==> config.mk <==
export PLATFORM = sky130hd
export DESIGN_NAME = uart_link_ctrl
export DESIGN_NICKNAME = d
export VERILOG_FILES = /design/src/rtl/uart_link_ctrl.sv
export SDC_FILE = /design/constraint.sdc
export NUM_CORES = 1
export LEC_CHECK = 0
export ABC_AREA = 1
export BUFFER_PORTS_ARGS = -buffer_cell sky130_fd_sc_hd__buf_2
export CORE_ASPECT_RATIO = 0.8
export CORE_UTILIZATION = 45
export DETAILED_ROUTE_END_ITERATION = 12
export PLACE_DENSITY = 0.68
export SETUP_SLACK_MARGIN = 0.5
export SLEW_MARGIN = 20
export SYNTH_ARGS = -nofsm -noshare
export SYNTH_HDL_FRONTEND = slang
export SYNTH_SLANG_ARGS = --single-unit
export TNS_END_PERCENT = 5
==> constraint.sdc <==
create_clock -name clk -period 1.85 [get_ports clk]
set_input_delay 0 -clock clk [delete_from_list [all_inputs] [get_ports clk]]
set_output_delay 0 -clock clk [all_outputs]
set_load 0.02 [all_outputs]
==> src/rtl/uart_link_ctrl.sv <==
// uart_link_ctrl: frames 16-bit words over a byte UART as SYNC, hi, lo.
// RX parses received bytes into words on a valid/ready port. TX arbitrates
// two word requesters round-robin and feeds the transmitter one byte at a time.
// Optional build macro CHECKSUM_EN adds a fourth byte (hi ^ lo) to every frame.
module uart_link_ctrl #(
  parameter logic [7:0]  SYNC_BYTE   = 8'h80,
  parameter logic [15:0] TIMEOUT_CYC = 16'd50000
) (
  input  logic        clk,
  input  logic        rst,
  input  logic        rx_received,
  input  logic [7:0]  rx_byte,
  input  logic        recv_error,
  output logic        word_valid,
  output logic [15:0] word_data,
  input  logic        word_ready,
  output logic [7:0]  drop_cnt,
  input  logic        req0,
  input  logic        req1,
  input  logic [15:0] data0,
  input  logic [15:0] data1,
  output logic        gnt0,
  output logic        gnt1,
  output logic        uart_transmit,
  output logic [7:0]  uart_tx_byte,
  input  logic        uart_is_transmitting,
  output logic        tx_busy
);

  localparam logic [2:0] R_SYNC = 3'd0;
  localparam logic [2:0] R_HI   = 3'd1;
  localparam logic [2:0] R_LO   = 3'd2;
  localparam logic [2:0] R_OUT  = 3'd3;
`ifdef CHECKSUM_EN
  localparam logic [2:0] R_CHK  = 3'd4;
`endif

  localparam logic [2:0] T_IDLE = 3'd0;
  localparam logic [2:0] T_SYNC = 3'd1;
  localparam logic [2:0] T_HI   = 3'd2;
  localparam logic [2:0] T_LO   = 3'd3;
`ifdef CHECKSUM_EN
  localparam logic [2:0] T_CHK  = 3'd4;
`endif

  localparam logic [1:0] P_ISSUE = 2'd0;
  localparam logic [1:0] P_SKIP  = 2'd1;
  localparam logic [1:0] P_WAIT  = 2'd2;

  logic [2:0]  rx_state, rx_state_nx;
  logic [7:0]  hi_q, hi_nx, lo_q, lo_nx;
  logic [15:0] tmo_q, tmo_nx;
  logic        drop_inc;

  logic [2:0]  tx_state, tx_state_nx;
  logic [1:0]  tx_phase, tx_phase_nx;
  logic [15:0] tx_data, tx_data_nx;
  logic        rr_last, rr_last_nx;
  logic        gnt0_nx, gnt1_nx, xmit_nx, arb;
  logic [7:0]  tx_byte_nx, cur_byte;

  assign word_data = {hi_q, lo_q};

  // RX frame parser: next state, byte capture, inter-byte timeout, drop events
  always_comb begin
    rx_state_nx = rx_state;
    hi_nx       = hi_q;
    lo_nx       = lo_q;
    tmo_nx      = 16'd0;
    drop_inc    = 1'b0;
    case (rx_state)
      R_SYNC: begin
        if (rx_received && (rx_byte == SYNC_BYTE)) rx_state_nx = R_HI;
      end
      R_OUT: begin
        if (rx_received) drop_inc = 1'b1;
        if (word_valid && word_ready) rx_state_nx = R_SYNC;
      end
      R_HI, R_LO
`ifdef CHECKSUM_EN
      , R_CHK
`endif
      : begin
        if (recv_error) begin
          rx_state_nx = R_SYNC;
          drop_inc    = 1'b1;
        end else if (rx_received) begin
          if (rx_state == R_HI) begin
            hi_nx       = rx_byte;
            rx_state_nx = R_LO;
          end else if (rx_state == R_LO) begin
            lo_nx = rx_byte;
`ifdef CHECKSUM_EN
            rx_state_nx = R_CHK;
`else
            rx_state_nx = R_OUT;
`endif
          end
`ifdef CHECKSUM_EN
          else if (rx_byte == (hi_q ^ lo_q)) begin
            rx_state_nx = R_OUT;
          end else begin
            rx_state_nx = R_SYNC;
            drop_inc    = 1'b1;
          end
`endif
        end else if (tmo_q == TIMEOUT_CYC - 16'd1) begin
          rx_state_nx = R_SYNC;
          drop_inc    = 1'b1;
        end else begin
          tmo_nx = tmo_q + 16'd1;
        end
      end
      default: rx_state_nx = R_SYNC;
    endcase
  end

  // RX registers; word_valid tracks residency in R_OUT, drop_cnt saturates
  always_ff @(posedge clk or negedge rst) begin
    if (!rst) begin
      rx_state   <= R_SYNC;
      hi_q       <= 8'd0;
      lo_q       <= 8'd0;
      tmo_q      <= 16'd0;
      word_valid <= 1'b0;
      drop_cnt   <= 8'd0;
    end else begin
      rx_state   <= rx_state_nx;
      hi_q       <= hi_nx;
      lo_q       <= lo_nx;
      tmo_q      <= tmo_nx;
      word_valid <= (rx_state_nx == R_OUT);
      if (drop_inc && (drop_cnt != 8'hFF)) drop_cnt <= drop_cnt + 8'd1;
    end
  end

  // Byte carried by the current TX byte state
  always_comb begin
    case (tx_state)
      T_HI:    cur_byte = tx_data[15:8];
      T_LO:    cur_byte = tx_data[7:0];
`ifdef CHECKSUM_EN
      T_CHK:   cur_byte = tx_data[15:8] ^ tx_data[7:0];
`endif
      default: cur_byte = SYNC_BYTE;
    endcase
  end

  // TX sequencer: issue / skip / wait per byte, round-robin grant when idle
  always_comb begin
    tx_state_nx = tx_state;
    tx_phase_nx = tx_phase;
    tx_data_nx  = tx_data;
    rr_last_nx  = rr_last;
    gnt0_nx     = 1'b0;
    gnt1_nx     = 1'b0;
    xmit_nx     = 1'b0;
    tx_byte_nx  = uart_tx_byte;
    arb         = 1'b0;
    case (tx_state)
      T_IDLE: arb = 1'b1;
      default: begin
        case (tx_phase)
          P_ISSUE: begin
            xmit_nx     = 1'b1;
            tx_byte_nx  = cur_byte;
            tx_phase_nx = P_SKIP;
          end
          P_SKIP: tx_phase_nx = P_WAIT;
          default: begin
            if (!uart_is_transmitting) begin
              tx_phase_nx = P_ISSUE;
              case (tx_state)
                T_SYNC: tx_state_nx = T_HI;
                T_HI:   tx_state_nx = T_LO;
`ifdef CHECKSUM_EN
                T_LO:   tx_state_nx = T_CHK;
`endif
                default: begin
                  tx_state_nx = T_IDLE;
                  arb         = 1'b1;
                end
              endcase
            end
          end
        endcase
      end
    endcase
    // rr_last==1 means requester 1 was served last, so requester 0 wins a tie
    if (arb) begin
      if (req0 && (!req1 || rr_last)) begin
        gnt0_nx     = 1'b1;
        tx_data_nx  = data0;
        rr_last_nx  = 1'b0;
        tx_state_nx = T_SYNC;
        tx_phase_nx = P_ISSUE;
      end else if (req1) begin
        gnt1_nx     = 1'b1;
        tx_data_nx  = data1;
        rr_last_nx  = 1'b1;
        tx_state_nx = T_SYNC;
        tx_phase_nx = P_ISSUE;
      end
    end
  end

  // TX registers and registered outputs
  always_ff @(posedge clk or negedge rst) begin
    if (!rst) begin
      tx_state      <= T_IDLE;
      tx_phase      <= P_ISSUE;
      tx_data       <= 16'd0;
      rr_last       <= 1'b1;
      gnt0          <= 1'b0;
      gnt1          <= 1'b0;
      uart_transmit <= 1'b0;
      uart_tx_byte  <= 8'd0;
      tx_busy       <= 1'b0;
    end else begin
      tx_state      <= tx_state_nx;
      tx_phase      <= tx_phase_nx;
      tx_data       <= tx_data_nx;
      rr_last       <= rr_last_nx;
      gnt0          <= gnt0_nx;
      gnt1          <= gnt1_nx;
      uart_transmit <= xmit_nx;
      uart_tx_byte  <= tx_byte_nx;
      tx_busy       <= (tx_state_nx != T_IDLE);
    end
  end

endmodule

==> impl_results.md <==
* H-tree depth at 3
* Required arrival time at the worst endpoint at 2100 ps
* Commonest cells in the synthesized netlist: 114 x nand2_1, 77 x dfrtp_1, 53 x nor2_1
* Top FF cell, synth: dfrtp_1
* Setup clock skew after layout at 6.616 ps
* Overall die width at 104.0 um
* Library cell with the highest instance count after synthesis: nand2_1
* Max VDD drop at 0.5774 mV
* Met2 usage in global routing at 37.09%
* Critical path capture point type: register
* End point of the critical path: word_valid$_DFF_PN0_
* Synth Warn # at 0
* Worst slack on hold paths at 119.3 ps
* Transition time of the tightest slew-check pin at 646.5 ps
* Number of vias per cell after detailed routing at 4.948
* TritonCTS sink count at 78
* Unique cell type count in the Yosys netlist at 34
* R2r worst-path depth at 12
* Number of endpoints with negative hold slack in the final report at 0
* Grt ovf at 0
* Final antenna-violating net count at 0
* Final-stage net count at 651
* GR Util met1 at 26.85%
* HP Class: in2reg
* Rel. slew slack at 56.90%
* Met3 GRT Util at 5.777%
* Post-layout total power at 5425 uW
* Top cells by area, synth: dfrtp_1 51%, nand2_1 11%, nor2_1 5.3%
* Clk root buf: clkbuf_8
* Max-cap violations at 0
* Drc violations at 0
* Sort of element at the start of the critical path: register
* Post-synth top area cell: dfrtp_1
* Maximum buffer depth of the clock tree at 2
* Synthesized netlist net count at 499
* Netlist Area Pre-Place at 3744 um^2
* Initial Utilization at 46.90%
* Global-route wire length before repair at 15230 um
* Leakage dissipation at 0.002587 uW
* Setup_tns at 0 ps
* Fin. max-slew vios at 0
* Number of placed I/O pins at 85
* Power Dens Cells at 1050 nW/um^2
* Cells after synthesis at 449
* Final setup viols at 0
* Overall routing resource usage at 21.97%
* Number of filler cells placed in the layout at 657
* Violation count after the first detailed-route iteration at 122
* Clock tree from TritonCTS: built
* Time the final worst path needs with I/O delays and setup at 1445 ps
* Number of antenna violations at the first check in global routing at 0
* Weighted congestion reported at the end of routability-driven placement at 0.8789
* Synthesized area per cell at 8.338 um^2
* Layout area overhead at 37.97%
* Crit path launch: tmo_q[8]$_DFF_PN0_
* Half-perimeter wire length after detailed placement at 5963 um
* Via count of the first global-routing pass at 3344
* Clock-pin slew reported for the worst setup and hold paths after clock tree synthesis at 80 ps
* Total number of vias at 3533
* Number of synthesized flops with an enable pin at 0
* Fraction of the yosys area taken by sequential cells at 52.17%
* Arrival time worst endpoint at 1690 ps
* Final clock period utilization by the worst path at 78.09%
* Number of optimization iterations in the first detailed-route pass at 4
* Synthesized flop and latch total at 78
* Die H at 83.58 um
* R2R Path Start: tmo_q[8]$_DFF_PN0_
* Worst Path Class, Setup: reg2reg
* Critical Path Fanout Max at 4
* Register-to-Register Setup Slack at 410 ps
* Highest clock frequency the design can meet at 692.2 MHz
* End of the worst register-to-register path: word_valid$_DFF_PN0_
* Grt peak-use layer: met2
* Final Core Density at 64.70%
* Count of port buffers added during placement at 84
* Pin count of the biggest net entering global routing at 51
* Std cell rows at 29
* Number of buffers created by CTS at 9
* Area of the core at 7983 um^2
* Run status: finished, final reports clean
* Insertion delay to the later sink of the worst-skew pair at 340 ps
* Fraction of layout instances using a drive strength above 1 at 28.88%
* Fraction of synthesized cell area taken by the top area cell type at 51.47%
* RSZ-0062 raised after global routing: true
* Average wire length per cell after detail routing at 12.97 um
* Routed wire length at 9264 um
* Ys async rst share at 100.0%
* Number of antenna cells inserted at 0
* Die Outline Area at 8690 um^2
==> worst max-delay path, stage by stage, from the launching register on <==
cell	delay, ps
dfrtp_2	400
nand2_2	90
inv_2	100
nand2_2	70
nor2_4	100
nand2_2	80
buf_4	140
nand2_1	50
nand2_1	50
nand3_1	80
nand2_1	80
nand2_1	70
inv_1	40
==> cells in the final DEF (no fill, tap or decap), types with 3 or more instances in the layout <==
master,count
dfrtp_1,71
nand2_2,8
nand2_1,113
xor2_1,6
dfrtp_2,6
nor2_4,7
inv_2,11
a31oi_1,18
inv_1,40
nor3_1,3
dlygate4sd3_1,44
buf_4,23
xnor2_1,3
nand4_1,14
a21oi_1,22
nand3_1,17
buf_2,83
o21ai_0,21
nor2_2,5
nor2_1,48
nand3_2,3
clkbuf_8,12
==> per-stage QoR <==
step                      worst slack (ps)  instance area [um^2]  instances
final                                405.4                  5165        714
after global routing                 278.1                  5165        714
after CTS                            397.1                  5064        705
after detailed placement             103.3                  4305        635
after global placement               209.5                  4305        635
after floorplan                      511.2                  3766        449
==> final cells by class <==
cell class / count / area [um^2] / share of cell area [%]
clock inverter: 4 / 53.80 / 1.042
inverter: 52 / 202.7 / 3.924
multi-input combinational: 308 / 1593 / 30.84
clock buffer: 12 / 165.2 / 3.198
timing repair inverter: 1 / 6.256 / 0.1211
timing repair buffer: 151 / 1049 / 20.30
tap: 108 / 135.1 / 2.616
sequential: 78 / 1961 / 37.96
==> where the power goes <==
group	internal (uW)	switching (uW)	total, uW
clock	736	625	1360
combinational	659	1080	1740
sequential	2090	237	2320
==> registers in the layout (all words and copies together) (netlist names) <==
signal and flops:
tx_phase 2, tmo_q 16, word_valid 1, gnt0 1, tx_state 3, drop_cnt 8
hi_q 8, tx_data 16, tx_busy 1, uart_tx_byte 8, uart_transmit 1, lo_q 8
rr_last 1, gnt1 1, rx_state 3
==> timing repair <==
action                                  in CTS  in global routing
gates resized for setup                      8                 14
endpoints found under the setup margin      55                 65
endpoints found under the hold margin       83                  0
pin swaps                                    3                  9
buffers inserted                             9                  9
hold buffers                                44                  0
cloned                                       1                  0
==> layer usage <==
layer  share of wire, %  routed length (um)
met3                4.7                 438
met5                  0                   0
met2                 50                4659
met1                 43                4019
met4                1.6                 146
==> how the worst min path moves through the flow <==
stage               startpoint                       to  slack, ps  depth (start not counted)
finish                    req1  tx_data[12]$_DFFE_PN0P_        120                          4
global route              req1      rr_last$_DFFE_PN1P_        140                          5
CTS                 recv_error    rx_state[1]$_DFF_PN0_        100                          6
detailed placement         rst       tmo_q[3]$_DFF_PN0_         70                          1
global placement           rst       tmo_q[3]$_DFF_PN0_         60                          1
floorplan                  rst  drop_cnt[0]$_DFFE_PN0P_       -300                          0
==> logic make-up (layout without fill, tap and decap cells) <==
| kind of cell | after synthesis | after routing | share of synthesized area, % |
|---|---|---|---|
| AOI/OAI and AO/OA | 69 | 69 | 10.29 |
| other | 1 | 1 | 0.1002 |
| DFF | 78 | 78 | 52.17 |
| adders and majority gates | 2 | 2 | 0.6683 |
| buffers and inverters | 63 | 220 | 7.119 |
| xor gates and xnor gates | 9 | 9 | 2.106 |
| and+or+nand+nor | 227 | 227 | 27.54 |
Note: power is estimated with default switching activity, not from simulation.
